[config.mk]
export PLATFORM = sky130hd
export DESIGN_NAME = lzc_reg
export DESIGN_NICKNAME = d
export VERILOG_FILES = /design/src/rtl/lzc_reg_pkg.sv /design/src/rtl/lzc_tree.sv /design/src/rtl/lzc_reg.sv
export SDC_FILE = /design/constraint.sdc
export NUM_CORES = 1
export LEC_CHECK = 0
export CELL_PAD_IN_SITES_DETAIL_PLACEMENT = 0
export CELL_PAD_IN_SITES_GLOBAL_PLACEMENT = 1
export CORE_MARGIN = 5
export CORE_UTILIZATION = 27
export CTS_CLUSTER_DIAMETER = 30
export DETAILED_ROUTE_END_ITERATION = 6
export PLACE_DENSITY = 0.91
export SETUP_SLACK_MARGIN = 0.4
export SYNTH_ARGS = -nofsm -noshare
export SYNTH_HDL_FRONTEND = slang
export SYNTH_SLANG_ARGS = --single-unit
[constraint.sdc]
create_clock -name i_clk -period 1.6 [get_ports i_clk]
set_input_delay 0.32 -clock i_clk [delete_from_list [all_inputs] [get_ports i_clk]]
set_output_delay 0.32 -clock i_clk [all_outputs]
set_load 0.1 [all_outputs]
[src/rtl/lzc_reg_pkg.sv]
// Shared fixed-point constants and sizing helpers for the reciprocal datapath.
// Latency: n/a (package only).
// Backpressure: n/a.
package lzc_reg_pkg;

  // Host fixed-point format: SQ12.12 magnitude
  localparam int M      = 12;
  localparam int N      = 12;
  localparam int WORD_W = M + N;

  // Ceiling log2, usable in constant expressions for sizing counts
  function automatic int clog2(input int value);
    int r;
    r = 0;
    for (int x = value - 1; x > 0; x = x >> 1) begin
      r++;
    end
    return r;
  endfunction

  // Width of a leading-zero count for the default word (must hold 0..WORD_W)
  localparam int COUNT_W = clog2(WORD_W + 1);

  typedef logic [COUNT_W-1:0] count_t;

endpackage

[src/rtl/lzc_tree.sv]
// Combinational leading-zero count built as a balanced recursive half-split tree.
// Latency: 0 cycles (pure combinational), depth grows with log2(WIDTH).
// Backpressure: none.
module lzc_tree
  import lzc_reg_pkg::*;
#(
  parameter  int WIDTH = WORD_W,
  localparam int CW    = clog2(WIDTH + 1)
) (
  input  logic [WIDTH-1:0] i_data,
  output logic [CW-1:0]    o_count,
  output logic             o_all_zero
);

  generate
    if (WIDTH == 1) begin : g_leaf
      // A single bit: one leading zero exactly when it is clear
      assign o_count    = ~i_data;
      assign o_all_zero = ~i_data[0];
    end else begin : g_split
      localparam int W_HI  = WIDTH / 2;
      localparam int W_LO  = WIDTH - W_HI;
      localparam int CW_HI = clog2(W_HI + 1);
      localparam int CW_LO = clog2(W_LO + 1);

      logic [CW_HI-1:0] w_hi_cnt;
      logic [CW_LO-1:0] w_lo_cnt;
      logic             w_hi_zero;
      logic             w_lo_zero;

      lzc_tree #(.WIDTH(W_HI)) u_hi (
        .i_data     (i_data[WIDTH-1 -: W_HI]),
        .o_count    (w_hi_cnt),
        .o_all_zero (w_hi_zero)
      );

      lzc_tree #(.WIDTH(W_LO)) u_lo (
        .i_data     (i_data[W_LO-1:0]),
        .o_count    (w_lo_cnt),
        .o_all_zero (w_lo_zero)
      );

      // Upper half empty: every upper bit is a leading zero, continue into lower half.
      // When both halves are empty this yields W_HI + W_LO = WIDTH.
      assign o_all_zero = w_hi_zero & w_lo_zero;
      assign o_count    = w_hi_zero ? (CW'(W_HI) + CW'(w_lo_cnt)) : CW'(w_hi_cnt);
    end
  endgenerate

endmodule

[src/rtl/lzc_reg.sv]
// Registered leading-zero counter; feeds shift = M - count to the reciprocal normaliser.
// Latency: 1 cycle, o_valid travels with o_lzc/o_zero; results hold while i_valid is low.
// Backpressure: none, one word accepted every cycle.
module lzc_reg
  import lzc_reg_pkg::*;
#(
  parameter  int WIDTH = WORD_W,
  localparam int CW    = clog2(WIDTH + 1)
) (
  input  logic             i_clk,
  input  logic             i_reset_n,
  input  logic             i_valid,
  input  logic [WIDTH-1:0] i_data,
  output logic             o_valid,
  output logic [CW-1:0]    o_lzc,
  output logic             o_zero
);

  logic [CW-1:0] w_count;
  logic          w_all_zero;
  logic          r_valid;
  logic [CW-1:0] r_lzc;
  logic          r_zero;

  lzc_tree #(.WIDTH(WIDTH)) u_tree (
    .i_data     (i_data),
    .o_count    (w_count),
    .o_all_zero (w_all_zero)
  );

  // Valid follows input every edge; count/zero load only on a valid word and hold otherwise
  always_ff @(posedge i_clk or negedge i_reset_n) begin
    if (!i_reset_n) begin
      r_valid <= 1'b0;
      r_lzc   <= '0;
      r_zero  <= 1'b0;
    end else begin
      r_valid <= i_valid;
      if (i_valid) begin
        r_lzc  <= w_count;
        r_zero <= w_all_zero;
      end
    end
  end

  assign o_valid = r_valid;
  assign o_lzc   = r_lzc;
  assign o_zero  = r_zero;

endmodule

==> out/qor.csv, run 1 <==
stage;metric;value;unit
hold_path;min-delay worst type;in -> async;
setup_path;critical path class;in -> reg;
placed_design;Final GP Congestion;0.8097;
setup_path;critical path's slowest cell;or4_4;
route;Routed wire per std cell;15.71;µm
logic_synthesis;adder-cell share of the synthesized area;0.06356;
setup_path;critical path endpoint category;register;
setup_path;worst-path cell chain;buf_6, or4_4, or4_4, o2111a_1, a211oi_2;
route;drt via density;5.088;
logic_synthesis;ys async rst share;1.000;
logic_synthesis;Post-synth top flop;dfrtp_1;
route;Final ANT Viol Nets;0;
setup_path;CP required;1.77;ns
final_layout;# diodes;0;
logic_synthesis;Distinct cells, synth;31;
sta;transition time of the tightest slew-check pin;0.3209;ns
sta;Final Slew Violations;0;
logic_synthesis;Syn. warnings;0;
logic_synthesis;syn_nets;103;
route;TritonRoute pass-1 iters;4;
logic_synthesis;Synth Area in Compound Gates;0.2860;
grt;Total GRT Usage;0.1786;
floorplanning;Die Wd;56.77;µm
outcome;failing checks;negative setup slack;
setup_path;crit-path max FO;3;
grt;pin count of the biggest net entering global routing;12;
sta;Tmin final;1.703;ns
clock_network;CTS Root Buffer Type;clkbuf_4;
placed_design;IO buf count;33;
floorplanning;Core Area;2148;µm²
final_layout;Multi-input gate area;549.3;µm²
logic_synthesis;share of the synthesized area in the top cell type;0.2966;
final_layout;fillers;149;
sta;clock skew;0;ns
setup_path;CP peak stage delay;0.56;ns
power;Max VDD drop;0.0003431;V
final_layout;most common cell after layout, fill and taps aside;buf_4;
final_layout;most frequent cells in the layout;buf_4, buf_6, nor2_1;
logic_synthesis;Simple-Gate Fraction of Synth Area;0.2903;
logic_synthesis;post-synthesis mux area share;0.01907;
route;Initial DRC Count;15;
final_layout;Synth-to-Final Area Change;166.9;%
logic_synthesis;area leader, netlist;dfrtp_1;
sta;fmax;587.3;MHz
route;via count;921;
floorplanning;Site Rows;17;
grt;initial antenna violation count;0;
setup_path;most used cell, CP;or4_4;
logic_synthesis;largest family of logic cells by synthesized area;simple AND/OR/NAND/NOR gates;
power;leakage power;0.6800;nW
sta;final-report hold violation count;0;
placed_design;DP Wirelength;1.834;mm
final_layout;fin util;0.7338;
setup_path;WP data arrival;1.87;ns
floorplanning;I/O pins;34;
logic_synthesis;sequential-to-total area share from yosys stat;0.2966;
clock_network;Post-CTS Hold Buffers;0;
placed_design;Post-Place Worst Slack;-0.7288;ns
power;Pwr per Cell Area;457.2;nW/µm²
route;Routed WL;2.844;mm
clock_network;clock insertion delay at the later pin of the skew report;0.25;ns
route;DRC Markers;0;
final_layout;final net count;184;
power;overall power;720.8;µW
final_layout;Sequential Area;182.7;µm²
outcome;outcome;finished, violations left;
logic_synthesis;Yosys reg bits;7;
clock_network;htree depth;1;
sta;period utilization;1.064;
clock_network;TritonCTS Buffers;3;
grt;global-route wire length before repair;4.395;mm
grt;grt ovf;0;
setup_path;CP startpoint;i_data[11];
sta;endpoints failing setup;2;
logic_synthesis;Post-synth EDFFs;0;
setup_path;reg2reg start;o_lzc[1];
logic_synthesis;Cell Area, Synth;590.6;µm²
logic_synthesis;xor-xnor portion of the synthesized cell area;0;
clock_network;Worst-path clk slew;0.05;ns
floorplanning;die area;3223;µm²
floorplanning;Initial Util;0.2749;
sta;Slew headroom;0.7854;
floorplanning;Die Span Y;56.77;µm
clock_network;clock tree from TritonCTS;yes;
logic_synthesis;syn_area_per_cell;8.090;µm²
setup_path;crit path launch type;input port;
grt;vias in the first global route;961;
logic_synthesis;top cells by area, synth;dfrtp_1, nor2_1, ha_1;
sta;RSZ-0062 raised after global routing;true;
run;max_cap viols;0;
clock_network;CTS max path bufs;2;
logic_synthesis;Mapped Cells;73;
final_layout;share of layout cells above drive strength 1;0.6471;
clock_network;clk sink count;7;
sta;setup ws final;-0.1027;ns
repair_timing:
| action | in CTS | in global routing |
|---|---|---|
| buffers inserted | 14 | 2 |
| pin swaps | 23 | 10 |
| setup endpoints to repair | 6 | 6 |
| resized for setup | 91 | 10 |
cells by family (layout without fill, tap and decap cells):
family	after synthesis	in the layout
adder cells (fa/ha/maj)	3	3
multiplexers	1	1
AND/OR/NAND/NOR	33	33
buffers and inverters	7	87
AO/OA/AOI/OAI	22	22
flip-flops	7	7
flip-flops by register name, summed over array words and instances, names as in the netlist:
signal / cells
o_lzc: 5
o_valid: 1
o_zero: 1
path summary, 6_finish.rpt:
kind / end / slack (ns) / cells after the start
min: o_lzc[0] / 0.33 / 1
min reg2reg: o_lzc[2] / 0.59 / 2
max in group asynchronous: o_zero / 1.01 / 1
min in group i_clk: o_lzc[0] / 0.47 / 4
max reg2reg: o_lzc[1] / 0.80 / 1
max: o_lzc[0] / -0.10 / 5
power by group:
part	leakage (nW)	internal [mW]	total (mW)	switching [mW]
clock	0.0150	0.0951	0.159	0.0642
sequential	0.0813	0.187	0.197	0.00972
combinational	0.584	0.190	0.365	0.174
worst max-delay path: cells and delay by family:
kind / cells / cell delay [ns]
AND/OR/NAND/NOR: 2 / 0.98
AO/OA/AOI/OAI: 2 / 0.47
buffers and inverters: 1 / 0.09
synthesized netlist by cell type, drive strengths merged, types with 3 or more instances:
cell   instances
o22ai          3
or4            3
dfrtp          7
inv            6
o31ai          4
nor2          13
nor3           4
ha             3
stage by stage:
stage / hold WS (ns) / area [µm²] / instances / setup TNS (ns)
after floorplan: 0.02441 / 633.1 / 73 / -0.3171
after CTS: 0.3417 / 1516 / 179 / -0.2176
after global routing: 0.3414 / 1577 / 181 / -0.2198
after detailed placement: 0.5712 / 1287 / 161 / -3.267
after global placement: 0.5671 / 1287 / 161 / -3.046
final: 0.3315 / 1577 / 181 / -0.1742
layout make-up:
| class | count | share of cell area |
|---|---|---|
| Multi-Input combinational cell | 59 | 0.3484 |
| Timing Repair Buffer | 77 | 0.4825 |
| Tap cell | 28 | 0.02222 |
| Inverter | 6 | 0.01429 |
| Clock buffer | 4 | 0.01667 |
| Sequential cell | 7 | 0.1159 |
routing by layer:
metal / wire [µm] / up-vias / global-route usage
met5: 0 / - / 0
met2: 1594 / 37 / 0.3432
met3: 158 / 10 / 0.03908
met4: 100 / 0 / 0.08278
met1: 989 / 430 / 0.1784
li1: - / 444 / -
(Power assumes the default switching activity.)
==> run 2: changes to the inputs <==
Settings changed: CORE_MARGIN 5 to 4.
Clock period 1.6 ns to 2 ns, I/O delays scaled along.
==> run 2 against run 1 <==
Net effect: the run now ends clean; via count down 12%; global-route usage is 2.3 points lower; non-clock buffer count down 13; sequential cell count is the same; register-to-register slack improved by 0.44 ns; critical path depth rose by 2; worst hold slack better by 0.077 ns; total power is 29% lower; worst setup slack better by 0.31 ns; final area shrank 17%; sequential share of layout area is 1.8 points higher; highest routed layer unchanged; clock skew is the same.
==> out/qor.csv, run 2 (synthesis gave the netlist of run 1 again) <==
stage;metric;value;unit;change
final_layout;max FFs per register;5;;unchanged
sta;final-report hold violation count;0;;unchanged
grt;vias in the first global route;761;;-21%
clock_network;Worst-path clk slew;0.05;ns;about the same
run;max_cap viols;0;;unchanged
clock_network;clock insertion delay at the later pin of the skew report;0.25;ns;about the same
hold_path;min-delay worst type;in -> async;;
sta;Tmin final;1.789;ns;
setup_path;worst-case reg-to-reg path depth;1;;unchanged
sta;endpoints failing setup;0;;-2
power;leakage power;0.5977;nW;-12%
sta;Slew headroom;0.7866;;+0.001170
floorplanning;I/O pins;34;;unchanged
setup_path;crit-path max FO;2;;-1
final_layout;fillers;163;;+9.4%
setup_path;critical path class;in -> reg;;
final_layout;# diodes;0;;unchanged
grt;grt ovf;0;;unchanged
route;drt via density;4.880;;-4.1%
route;Initial DRC Count;7;;-8
sta;period utilization;0.8947;;
placed_design;Final GP Congestion;0.8333;;+2.9%
placed_design;Post-Place Worst Slack;-0.3807;ns;+0.3481 ns
grt;Total GRT Usage;0.1561;;-0.02255
clock_network;htree depth;1;;unchanged
final_layout;post-route cell area;1306;µm²;-17%
clock_network;TritonCTS Buffers;3;;unchanged
final_layout;Synth-to-Final Area Change;121.2;%;
clock_network;CTS Root Buffer Type;clkbuf_4;;
power;Pwr per Cell Area;390.4;nW/µm²;-15%
final_layout;most common cell after layout, fill and taps aside;buf_4;;
clock_network;CTS max path bufs;2;;unchanged
power;overall power;510.0;µW;-29%
sta;setup ws final;0.2105;ns;+0.3132 ns
grt;global-route wire length before repair;3.387;mm;-23%
placed_design;dpl cell area;1146;µm²;-11%
route;Final ANT Viol Nets;0;;unchanged
setup_path;critical path endpoint category;register;;
floorplanning;Initial Util;0.2921;;+0.01718
final_layout;most frequent cells in the layout;buf_4, nor2_1, dfrtp_1;;
clock_network;clk sink count;7;;unchanged
floorplanning;Site Rows;16;;-1
route;TritonRoute pass-1 iters;5;;+1
setup_path;CP required;2.18;ns;+0.41 ns
sta;final hold slack;0.4090;ns;+0.07745 ns
sta;setup TNS;0;ns;+0.1742 ns
final_layout;final net count;171;;-7.1%
setup_path;WP data arrival;1.96;ns;+0.09 ns
final_layout;share of layout cells above drive strength 1;0.5286;;-0.1185
sta;transition time of the tightest slew-check pin;0.3191;ns;-0.001750 ns
setup_path;crit path launch type;input port;;
setup_path;r2r endpoint;o_lzc[1];;
placed_design;DP Wirelength;1.613;mm;-12%
setup_path;reg2reg start;o_lzc[1];;
power;Max VDD drop;0.0002576;V;-25%
sta;fmax;558.8;MHz;
route;Routed wire per std cell;13.12;µm;-17%
sta;Final Slew Violations;0;;unchanged
floorplanning;die area;3000;µm²;-6.9%
sta;clock skew;0;ns;unchanged
clock_network;clock tree from TritonCTS;yes;;
floorplanning;Core Area;2022;µm²;-5.9%
clock_network;Post-CTS Hold Buffers;0;;unchanged
outcome;outcome;finished clean;;
setup_path;FF-to-FF setup slack;1.24;ns;+0.44 ns
route;via count;815;;-12%
grt;initial antenna violation count;0;;unchanged
route;Routed WL;2.191;mm;-23%
placed_design;IO buf count;33;;unchanged
grt;pin count of the biggest net entering global routing;10;;-2
floorplanning;Die Wd;54.77;µm;-3.5%
route;DRC Markers;0;;unchanged
sta;RSZ-0062 raised after global routing;true;;
floorplanning;Die Span Y;54.77;µm;-3.5%
run 2: stage by stage:
step | std cells | utilization
detailed placement | 156 | 0.5668
CTS | 164 | 0.6163
floorplan | 73 | -
finish | 167 | 0.6460
global route | 167 | 0.6460
global placement | 156 | 0.5668
run 2: worst max-delay path by stage:
stage | from | slack [ns] | depth (start not counted) | endpoint
finish | i_data[11] | 0.21 | 7 | o_lzc[3]
global route | i_data[3] | 0.17 | 8 | o_lzc[3]
CTS | i_data[9] | 0.19 | 5 | o_lzc[0]
detailed placement | i_data[1] | -0.38 | 8 | o_lzc[3]
global placement | i_data[8] | -0.34 | 5 | o_lzc[0]
floorplan | i_data[8] | 0.16 | 4 | o_lzc[0]
run 2: worst max-delay path, stage by stage:
cell and delay, ns:
buf_6 0.09, or4_4 0.54, buf_6 0.14, a21o_2 0.22, ha_4 0.23, mux2_4 0.25
o22ai_2 0.08
run 2: layout make-up:
cell class	instances	area [µm²]	area share
tap	27	33.78	0.02586
sequential	7	175.2	0.1341
multi-input combinational	59	510.5	0.3908
clock buffer	4	26.28	0.02011
timing repair buffer	64	538.0	0.4119
inverter	6	22.52	0.01724
run 2: per-layer routing:
metal  part of all wire  up-vias  wire, µm  global-route usage
li1                   -      412         -                   -
met1               0.41      378       908              0.1882
met2               0.53       23      1158              0.2835
met3              0.055        2       120             0.02452
met4             0.0018        0         4             0.03734
met5                  0        -         0                   0
run 2: report_power, final:
part | switching, mW | leakage (nW) | internal, mW | total (mW)
Sequential | 0.00430 | 0.0896 | 0.149 | 0.153
Clock | 0.0517 | 0.0150 | 0.0761 | 0.128
Combinational | 0.124 | 0.493 | 0.105 | 0.229
Total | 0.180 | 0.598 | 0.330 | 0.510
run 2: timing repair:
| action | in CTS | in global routing |
|---|---|---|
| gates resized for setup | 59 | 12 |
| setup endpoints to repair | 6 | 6 |
| setup buffers | 4 | 3 |
| pin swaps | 15 | 9 |
==> run 3: changes to the inputs <==
Settings changed: RECOVER_POWER set to 50.
==> run 3 against run 2 <==
Net effect: routed wire length barely moved; via count rose by 0.12%; largest cell class unchanged; critical endpoint unchanged; critical path type unchanged; final area fell by 0.67%.
==> out/qor.csv, run 3 (synthesis gave the netlist of run 1 again) <==
stage;metric;value;unit;change
power;Pwr per Cell Area;391.4;nW/µm²;+0.23%
setup_path;r2r endpoint;o_lzc[1];;
grt;pin count of the biggest net entering global routing;10;;unchanged
setup_path;crit path launch type;input port;;
clock_network;clock insertion delay at the later pin of the skew report;0.25;ns;about the same
outcome;outcome;finished clean;;
final_layout;max FFs per register;5;;unchanged
sta;clock skew;0;ns;unchanged
sta;transition time of the tightest slew-check pin;0.5400;ns;+0.2209 ns
placed_design;IO buf count;33;;unchanged
setup_path;worst-path cell chain;buf_6, or4_4, buf_6, a21o_2, ha_4, mux2_4, o22ai_2;;
sta;final hold slack;0.4799;ns;+0.07089 ns
route;via count;816;;+0.12%
setup_path;CP startpoint;i_data[11];;
placed_design;Post-Place Worst Slack;-0.3807;ns;unchanged
power;Sw Share;0.3547;;+0.001005
sta;endpoints failing setup;0;;unchanged
setup_path;crit-path max FO;2;;unchanged
final_layout;Synth-to-Final Area Change;119.7;%;
setup_path;FF-to-FF setup slack;1.24;ns;about the same
floorplanning;Die Span Y;54.77;µm;unchanged
run;max_cap viols;0;;unchanged
placed_design;DP Wirelength;1.613;mm;unchanged
sta;Slew headroom;0.6415;;-0.1451
route;Routed WL;2.189;mm;about the same
sta;Final Slew Violations;0;;unchanged
clock_network;CTS max path bufs;2;;unchanged
final_layout;most frequent cells in the layout;buf_4, nor2_1, dfrtp_1;;
clock_network;htree depth;1;;unchanged
setup_path;critical path class;in -> reg;;
setup_path;worst-case reg-to-reg path depth;1;;unchanged
setup_path;reg2reg start;o_lzc[1];;
power;Internal Power;327.7;µW;-0.59%
grt;initial antenna violation count;0;;unchanged
sta;Tmin final;1.791;ns;+0.001926 ns
floorplanning;Initial Util;0.2921;;unchanged
power;overall power;507.8;µW;-0.44%
grt;grt ovf;0;;unchanged
route;drt via density;4.886;;+0.12%
grt;Total GRT Usage;0.1561;;unchanged
placed_design;Final GP Congestion;0.8333;;unchanged
final_layout;share of layout cells above drive strength 1;0.5214;;-0.007143
route;DRC Markers;0;;unchanged
floorplanning;I/O pins;34;;unchanged
final_layout;final net count;171;;unchanged
power;P_sw;180.1;µW;-0.16%
setup_path;CP peak stage delay;0.54;ns;about the same
clock_network;clock tree from TritonCTS;yes;;
grt;vias in the first global route;761;;unchanged
power;leakage power;0.5929;nW;-0.81%
sta;RSZ-0062 raised after global routing;true;;
floorplanning;die area;3000;µm²;unchanged
setup_path;most used cell, CP;buf_6;;
clock_network;CTS Root Buffer Type;clkbuf_4;;
sta;period utilization;0.8957;;+0.0009630
floorplanning;Die Wd;54.77;µm;unchanged
final_layout;# diodes;0;;unchanged
setup_path;critical path's slowest cell;or4_4;;
setup_path;critical path endpoint category;register;;
sta;setup ws final;0.2086;ns;-0.001926 ns
setup_path;worst setup path end;o_lzc[3];;
clock_network;Worst-path clk slew;0.05;ns;about the same
power;Max VDD drop;0.0002521;V;-2.2%
route;Routed wire per std cell;13.11;µm;about the same
sta;final-report hold violation count;0;;unchanged
clock_network;TritonCTS Buffers;3;;unchanged
hold_path;min-delay worst type;in -> async;;
power;Clk pwr share;0.251;;about the same
setup_path;WP data arrival;1.96;ns;about the same
setup_path;CP required;2.17;ns;about the same
route;Initial DRC Count;7;;unchanged
final_layout;most common cell after layout, fill and taps aside;buf_4;;
power;Comb pwr share;0.448;;about the same
floorplanning;Site Rows;16;;unchanged
clock_network;clk sink count;7;;unchanged
power;Sequential Power Share;0.301;;about the same
grt;global-route wire length before repair;3.387;mm;unchanged
sta;fmax;558.2;MHz;-0.11%
clock_network;Post-CTS Hold Buffers;0;;unchanged
route;TritonRoute pass-1 iters;4;;-1
route;Final ANT Viol Nets;0;;unchanged
floorplanning;Core Area;2022;µm²;unchanged
-- run 3: cell types whose count changed in the layout (fill, tap and decap cells not counted) --
cell	previous run	this run
clkbuf_2	1	3
buf_4	37	34
dlygate4sd3_1	0	1
clkbuf_1	1	2
clkdlybuf4s50_1	4	3
-- run 3: what timing repair did --
action,4_1_cts,5_1_grt
gates resized for setup,59,12
pin swaps,15,9
buffers inserted,4,3
endpoints found under the setup margin,6,6
-- run 3: power by group through the flow --
| stage | clock network [mW] | registers (mW) | logic [mW] |
|---|---|---|---|
| floorplan | 0 | 0.205 | 0.0426 |
| detailed placement | 0 | 0.155 | 0.212 |
| CTS | 0.130 | 0.153 | 0.218 |
| global placement | 0 | 0.155 | 0.211 |
| global route | 0.142 | 0.153 | 0.244 |
| finish | 0.127 | 0.153 | 0.227 |
-- run 3: through the flow --
step	area (µm²)	utilization	setup TNS, ns	instances
2_1_floorplan	623.1	-	0	73
3_3_place_gp	1146	0.5668	-1.151	156
3_5_place_dp	1146	0.5668	-1.264	156
4_1_cts	1246	0.6163	0	164
5_1_grt	1297	0.6417	0	167
6_report	1297	0.6417	0	167
-- run 3: per-layer routing --
layer / GRT usage / wire length, µm
met5: 0 / 0
met4: 0.03734 / 4
met3: 0.02452 / 118
met2: 0.2835 / 1157
met1: 0.1882 / 908
-- run 3: critical path: cells and delay by family --
kind | cells | cell delay, ns
AOI/OAI and AO/OA | 2 | 0.30
buffers and inverters | 2 | 0.23
and+or+nand+nor | 1 | 0.54
muxes | 1 | 0.25
adders and majority gates | 1 | 0.23
-- run 3: cell type report --
cell class / count / area (µm²)
Clock buffer: 4 / 26.28
Timing Repair Buffer: 64 / 529.3
Multi-Input combinational cell: 59 / 510.5
Inverter: 6 / 22.52
Sequential cell: 7 / 175.2
Fill cell: 167 / 724.4
Tap cell: 27 / 33.78
-- run 3: worst min-delay path by stage --
stage / to / slack, ns / depth (start not counted)
6_report: o_lzc[4] / 0.48 / 1
5_1_grt: o_zero / 0.50 / 1
3_5_place_dp: o_lzc[4] / 0.53 / 2
4_1_cts: o_zero / 0.42 / 1
3_3_place_gp: o_lzc[4] / 0.52 / 2
2_1_floorplan: o_lzc[0] / 0.10 / 0
